--- src/rtl/clock_divider_multi_pkg.sv ---
// Shared types, defaults and helpers for the multi-channel clock divider.
package clkdiv_pkg;

  localparam int unsigned CNT_W_DEF       = 32;
  localparam int unsigned RESET_RATIO_DEF = 2;
  localparam int unsigned MAX_CNT_W       = 64;

  typedef logic [CNT_W_DEF-1:0] ratio_t;

  typedef enum logic [1:0] {
    ST_IDLE = 2'd0,
    ST_RUN  = 2'd1,
    ST_HALT = 2'd2
  } ch_state_e;

  // High-phase length ceil(R/2), one bit wider so R = all-ones cannot overflow.
  function automatic logic [MAX_CNT_W:0] halfperiod(input logic [MAX_CNT_W-1:0] r);
    logic [MAX_CNT_W:0] r_ext;
    r_ext = {1'b0, r};
    return (r_ext + (MAX_CNT_W+1)'(1)) >> 1;
  endfunction

endpackage

--- src/rtl/clock_divider_multi_if.sv ---
// Control/status bundle between the divider and its user.
interface clock_divider_multi_if #(
  parameter int unsigned NUM_CH = 4,
  parameter int unsigned CNT_W  = 32
);
  logic [NUM_CH-1:0]       enable;
  logic [NUM_CH*CNT_W-1:0] ratio_in;
  logic [NUM_CH-1:0]       ratio_load;
  logic                    sync;
  logic [NUM_CH-1:0]       clk_out;
  logic [NUM_CH-1:0]       tick;
  logic [NUM_CH-1:0]       ratio_err;

  modport master (
    output enable, ratio_in, ratio_load, sync,
    input  clk_out, tick, ratio_err
  );

  modport slave (
    input  enable, ratio_in, ratio_load, sync,
    output clk_out, tick, ratio_err
  );
endinterface

--- src/rtl/clock_divider_multi_channel.sv ---
// One divider channel: counter, pending/active ratio and registered outputs.
module clock_divider_channel
  import clkdiv_pkg::*;
#(
  parameter int unsigned CNT_W       = CNT_W_DEF,
  parameter int unsigned RESET_RATIO = RESET_RATIO_DEF
) (
  input  logic             clk_in,
  input  logic             reset_n,
  input  logic             enable,
  input  logic [CNT_W-1:0] ratio_in,
  input  logic             ratio_load,
  input  logic             sync,
  output logic             clk_out,
  output logic             tick,
  output logic             ratio_err
);

  ch_state_e          state;
  logic [CNT_W-1:0]   count;
  logic [CNT_W-1:0]   ratio;
  logic [CNT_W-1:0]   pending_ratio;
  logic               pending;

  logic               wrap;
  logic               apply;
  logic [CNT_W-1:0]   count_next;
  logic [CNT_W-1:0]   ratio_eff;
  logic [MAX_CNT_W:0] half;

  always_comb begin
    wrap       = (count == ratio - CNT_W'(1)) || sync;
    count_next = wrap ? '0 : count + CNT_W'(1);
    // A pending ratio lands only at a period boundary of a running channel,
    // or immediately when the channel is idle or halted.
    apply      = pending && ((state != ST_RUN) || (enable && wrap));
    ratio_eff  = apply ? pending_ratio : ratio;
    half       = halfperiod(MAX_CNT_W'(ratio_eff));
  end

  always_ff @(posedge clk_in) begin
    if (!reset_n) begin
      state         <= ST_IDLE;
      count         <= '0;
      ratio         <= CNT_W'(RESET_RATIO);
      pending_ratio <= '0;
      pending       <= 1'b0;
      clk_out       <= 1'b0;
      tick          <= 1'b0;
      ratio_err     <= 1'b0;
    end else begin
      if (ratio_load) begin
        pending_ratio <= ratio_in;
        pending       <= 1'b1;
      end else if (apply) begin
        pending <= 1'b0;
      end

      ratio <= ratio_eff;

      if (ratio_eff == '0) begin
        state     <= ST_HALT;
        count     <= '0;
        clk_out   <= 1'b0;
        tick      <= 1'b0;
        ratio_err <= 1'b1;
      end else begin
        ratio_err <= 1'b0;
        case (state)
          ST_RUN: begin
            if (enable) begin
              count   <= count_next;
              clk_out <= ((MAX_CNT_W+1)'(count_next) < half);
              tick    <= (count_next == '0);
            end else begin
              tick <= 1'b0;
            end
          end
          default: begin
            if (enable) begin
              state   <= ST_RUN;
              count   <= '0;
              clk_out <= 1'b1;
              tick    <= 1'b1;
            end else begin
              state <= ST_IDLE;
              tick  <= 1'b0;
            end
          end
        endcase
      end
    end
  end

endmodule

--- src/rtl/clock_divider_multi.sv ---
// Multi-channel programmable clock divider: slices the bus and fans out sync.
module clock_divider_multi
  import clkdiv_pkg::*;
#(
  parameter int unsigned NUM_CH      = 4,
  parameter int unsigned CNT_W       = CNT_W_DEF,
  parameter int unsigned RESET_RATIO = RESET_RATIO_DEF
) (
  input logic                   clk_in,
  input logic                   reset_n,
  clock_divider_multi_if.slave  bus
);

  for (genvar i = 0; i < NUM_CH; i++) begin : g_ch
    clock_divider_channel #(
      .CNT_W       (CNT_W),
      .RESET_RATIO (RESET_RATIO)
    ) u_ch (
      .clk_in     (clk_in),
      .reset_n    (reset_n),
      .enable     (bus.enable[i]),
      .ratio_in   (bus.ratio_in[i*CNT_W +: CNT_W]),
      .ratio_load (bus.ratio_load[i]),
      .sync       (bus.sync),
      .clk_out    (bus.clk_out[i]),
      .tick       (bus.tick[i]),
      .ratio_err  (bus.ratio_err[i])
    );
  end

endmodule

--- src/flat_wrapper.sv ---
// flat-port wrapper written by rule: the top's interface ports become plain ports
module clock_divider_multi_flat import clkdiv_pkg::*;
#(
  parameter int unsigned NUM_CH      = 4,
  parameter int unsigned CNT_W       = CNT_W_DEF,
  parameter int unsigned RESET_RATIO = RESET_RATIO_DEF
)
  (clk_in, reset_n, bus_enable, bus_ratio_in, bus_ratio_load, bus_sync, bus_clk_out, bus_tick, bus_ratio_err);
  clock_divider_multi_if #(.NUM_CH(NUM_CH), .CNT_W(CNT_W)) bus_i ();
  input logic clk_in;
  input logic reset_n;
  input wire logic [$bits(bus_i.enable)-1:0] bus_enable;
  input wire logic [$bits(bus_i.ratio_in)-1:0] bus_ratio_in;
  input wire logic [$bits(bus_i.ratio_load)-1:0] bus_ratio_load;
  input wire logic [$bits(bus_i.sync)-1:0] bus_sync;
  output wire logic [$bits(bus_i.clk_out)-1:0] bus_clk_out;
  output wire logic [$bits(bus_i.tick)-1:0] bus_tick;
  output wire logic [$bits(bus_i.ratio_err)-1:0] bus_ratio_err;
  assign bus_i.enable = bus_enable;
  assign bus_i.ratio_in = bus_ratio_in;
  assign bus_i.ratio_load = bus_ratio_load;
  assign bus_i.sync = bus_sync;
  assign bus_clk_out = bus_i.clk_out;
  assign bus_tick = bus_i.tick;
  assign bus_ratio_err = bus_i.ratio_err;
  clock_divider_multi #(.NUM_CH(NUM_CH), .CNT_W(CNT_W), .RESET_RATIO(RESET_RATIO)) u_core (.clk_in(clk_in), .reset_n(reset_n), .bus(bus_i));
endmodule
--- config.mk ---
export PLATFORM = sky130hd
export DESIGN_NAME = clock_divider_multi_flat
export DESIGN_NICKNAME = d
export VERILOG_FILES = /design/src/rtl/clock_divider_multi_pkg.sv /design/src/rtl/clock_divider_multi_if.sv /design/src/rtl/clock_divider_multi_channel.sv /design/src/rtl/clock_divider_multi.sv /design/src/flat_wrapper.sv
export SDC_FILE = /design/constraint.sdc
export NUM_CORES = 1
export LEC_CHECK = 0
export ABC_AREA = 1
export BUFFER_PORTS_ARGS = -buffer_cell sky130_fd_sc_hd__buf_4
export CORE_UTILIZATION = 40
export CTS_BUF_LIST = sky130_fd_sc_hd__clkbuf_4 sky130_fd_sc_hd__clkbuf_8 sky130_fd_sc_hd__clkbuf_16
export DETAILED_ROUTE_END_ITERATION = 10
export SYNTH_ARGS = -nofsm -noshare
export SYNTH_HDL_FRONTEND = slang
export SYNTH_HIERARCHICAL = 1
export SYNTH_SLANG_ARGS = --single-unit
--- constraint.sdc ---
create_clock -name clk_in -period 8.64 [get_ports clk_in]
set_input_delay 0.432 -clock clk_in [delete_from_list [all_inputs] [get_ports clk_in]]
set_output_delay 0.432 -clock clk_in [all_outputs]
set_load 0.01 [all_outputs]
==> impl_metrics.sql <==
INSERT INTO impl_metrics (metric_group, metric, value, unit) VALUES
('final_layout', 'area_growth', '10.4', '%'),
('detailed_routing', 'post_drt_via_cell_ratio', '5.10', ''),
('timing', 'setup_viol', '0', ''),
('timing', 'fmax', '0.157', 'GHz'),
('timing', 'worst_slew_margin_rel', '21.5', '%'),
('clocking', 'post_cts_resized', '0', ''),
('die', 'io_pins', '151', ''),
('clocking', 'clock_tree.root_cell', 'clkbuf_16', ''),
('timing', 'finalClockSkew', '0.0165', 'ns'),
('clocking', 'clock_slew_at_reported_path_ffs', '0.06', 'ns'),
('worst_setup_path', 'timing.critical_path.to_type', 'flop', ''),
('timing', 'final_hold_viol_count', '0', ''),
('power_and_ir_drop', 'power.clock.fraction', '41.0', '%'),
('synthesis', 'synth_unique_cells', '53', ''),
('placement', 'finalWeightedCongestion', '0.961', ''),
('die', 'start_util', '40.6', '%'),
('global_routing', 'gr-usage-met1', '35.0', '%'),
('power_and_ir_drop', 'power.density', '153', 'nW/um^2'),
('synthesis', 'synth_area_leaders', 'dfxtp_1 25%, nand2_1 15%, nor2_1 11%, xor2_1 6.2%, inv_1 5.8%', ''),
('synthesis', 'asyncSetResetFlopFracSynth', '0', '%'),
('final_layout', 'nFillCells', '8604', ''),
('global_routing', 'overflow', '0', ''),
('placement', 'dp.final_hpwl', '83.7', 'mm'),
('power_and_ir_drop', 'irDropWorstVdd', '0.000145', 'V'),
('clocking', 'cts-root-to-sink-buffers', '3', ''),
('synthesis', 'most_instantiated_library_cell_after_synthesis', 'nand2_1', ''),
('die', 'die-height', '285', 'microns'),
('timing', 'post-route-min-period', '6.36', 'ns'),
('final_layout', 'design.final.nets', '5463', ''),
('timing', 'finalHoldWorstSlack', '0.0497', 'ns'),
('detailed_routing', 'post-route-drc-count', '0', ''),
('clocking', 'cts.sinks', '408', ''),
('synthesis', 'synth.cell_area', '32100', 'sq um'),
('worst_setup_path', 'critical_path_class', 'flop to flop', ''),
('detailed_routing', 'first_pass_drt_iterations', '5', ''),
('power_and_ir_drop', 'comb_power_share', '21.0', '%'),
('global_routing', 'globalRoute.busiestLayer', 'met2', ''),
('timing', 'timing.final.crit_share', '73.6', '%'),
('status', 'status', 'complete, no violations', ''),
('global_routing', 'global_route_total_usage_across_every_layer', '25.5', '%'),
('clocking', 'cts_post_setup_buffers_inserted', '0', ''),
('worst_hold_path', 'path_class_of_the_lowest_slack_min_delay_path', 'input port to flop', ''),
('worst_setup_path', 'cp_num_buf_inv', '3', ''),
('worst_setup_path', 'crit_path_max_incr_delay', '0.52', 'ns'),
('power_and_ir_drop', 'share_seq_of_total_power', '38.0', '%'),
('global_routing', 'met3_usage', '2.95', '%'),
('timing', 'rsz_0062_raised_after_global_routing', 'false', ''),
('final_layout', 'seqCellArea', '8170', 'sq um'),
('final_layout', 'drive_above_1_share', '11.8', '%'),
('clocking', 'cts-buffers-inserted', '50', ''),
('worst_setup_path', 'worst_path_max_delay_cell', 'nand2_2', ''),
('synthesis', 'synth_top_cell_area_share', '25.4', '%'),
('power_and_ir_drop', 'power.share.switching', '32.6', '%'),
('final_layout', 'multi_input_combinational_cell_area', '21000', 'sq um'),
('global_routing', 'maximum_number_of_pins_on_one_net_before_global_route_repair', '76', ''),
('worst_setup_path', 'worst_path_most_repeated_cell', 'nand2_1', ''),
('power_and_ir_drop', 'power.internal', '0.00366', 'W'),
('synthesis', 'postSynthCellCount', '5136', ''),
('detailed_routing', 'wirelength', '105', 'mm'),
('worst_setup_path', 'critical_path_peak_fanout', '75', ''),
('global_routing', 'globalRouteMet2Util', '42.0', '%'),
('synthesis', 'synth-seq-cells', '408', ''),
('detailed_routing', 'route.detailed.wl_per_inst', '16.8', 'microns'),
('die', 'row_count', '103', ''),
('detailed_routing', 'drt-initial-drc-count', '2210', ''),
('synthesis', 'synth_common_cells', '1,320 x nand2_1, 927 x nor2_1, 500 x inv_1, 408 x dfxtp_1, 287 x nand3_1', ''),
('global_routing', 'first_global_vias', '30245', ''),
('global_routing', 'global_route_wire_length_before_repair', '167', 'mm'),
('synthesis', 'synth.yosys.seq_area_share', '25.4', '%'),
('die', 'fp.coreArea', '79300', 'sq um'),
('timing', 'finalMaxSlewViolations', '0', '');
worst reg2reg max path, delay by kind of cell (launching register included):
family / cells / cell delay (ns)
adders and majority gates: 3 / 0.73
DFF: 1 / 0.41
and+or+nand+nor: 28 / 4.55
buffers and inverters: 3 / 0.30
AOI/OAI and AO/OA: 2 / 0.28
sequential cells by signal, indices dropped and copies added, names as in the netlist:
name                            count
u_core/g_ch.u_ch/ratio            128
u_core/g_ch.u_ch/ratio_err          4
u_core/g_ch.u_ch/clk_out            4
u_core/g_ch.u_ch/state              8
u_core/g_ch.u_ch/count            128
u_core/g_ch.u_ch/pending            4
u_core/g_ch.u_ch/tick               4
u_core/g_ch.u_ch/pending_ratio    128
cells by family after synthesis:
group	count (synthesis)	share of synthesized area, %
flip-flops	408	25.4
AO/OA/AOI/OAI	587	11.4
AND/OR/NAND/NOR	2979	40.1
buffers and inverters	721	9.44
adder cells (fa/ha/maj)	140	5.45
XOR/XNOR	301	8.20
timing repair:
item,4_1_cts,5_1_grt
hold endpoints to repair,1,0
hold buffers,1,0
setup endpoints to repair,0,0
stage by stage:
step,setup slack (ns),cell area [sq um],util (%),std cells,power [W]
final,2.28,35500,44.8,6274,0.00543
after global routing,1.67,35500,44.8,6274,0.00573
after CTS,2.30,35500,44.8,6274,0.00550
after detailed placement,2.35,33700,42.6,6181,0.00323
after global placement,2.31,33700,42.6,6181,0.00323
after floorplan,4.27,32100,-,5136,0.00291
per-layer routing:
layer | up-vias | share of wire, %
li1 | 16479 | -
met1 | 14558 | 47
met4 | 0 | 2.8
met3 | 156 | 4.8
met2 | 797 | 45
met5 | - | 0
layout by cell type, fill, tap and decap left out, types with 31 or more instances in the layout:
cell type	netlist	final
o21ai_2	47	47
buf_4	5	163
nor3_1	109	109
xor2_1	227	227
a21oi_1	161	161
nand4_1	79	79
nand3_1	287	287
nor4_1	31	31
clkbuf_16	0	51
a21oi_2	87	87
inv_2	32	32
dfxtp_1	408	408
o21ai_1	64	64
ha_1	140	140
o21ai_0	169	169
inv_1	500	500
nor2_1	927	923
xnor2_1	74	74
nand2_2	44	44
nor2_2	66	70
nand2_1	1320	1320
cell type report:
class | instances | area share [%]
clock buffer | 62 | 3.92
multi-input combinational | 4007 | 59.0
tap | 1050 | 3.70
timing repair buffer | 164 | 3.48
clock inverter | 30 | 0.966
sequential | 408 | 23.0
inverter | 553 | 5.87
path summary, 6_finish.rpt:
| kind | startpoint | to | slack, ns | cells after the start |
|---|---|---|---|---|
| worst min register to register | u_core/g_ch[0].u_ch/pending_ratio[2] | u_core/g_ch[0].u_ch/pending_ratio[2] | 0.46 | 2 |
| worst max-delay path | u_core/g_ch[1].u_ch/ratio[0] | u_core/g_ch[1].u_ch/clk_out | 2.28 | 36 |
| worst min-delay path | bus_ratio_in[70] | u_core/g_ch[2].u_ch/pending_ratio[6] | 0.05 | 3 |
| worst max register to register | u_core/g_ch[1].u_ch/ratio[0] | u_core/g_ch[1].u_ch/clk_out | 2.28 | 36 |
power by group through the flow:
stage	logic (W)	clock network, W	registers [W]
CTS	0.00114	0.00230	0.00206
detailed placement	0.00113	0	0.00210
floorplan	0.000847	0	0.00207
global route	0.00129	0.00237	0.00207
finish	0.00114	0.00223	0.00206
global placement	0.00113	0	0.00210
No activity file was read; power rests on OpenSTA's default activity.
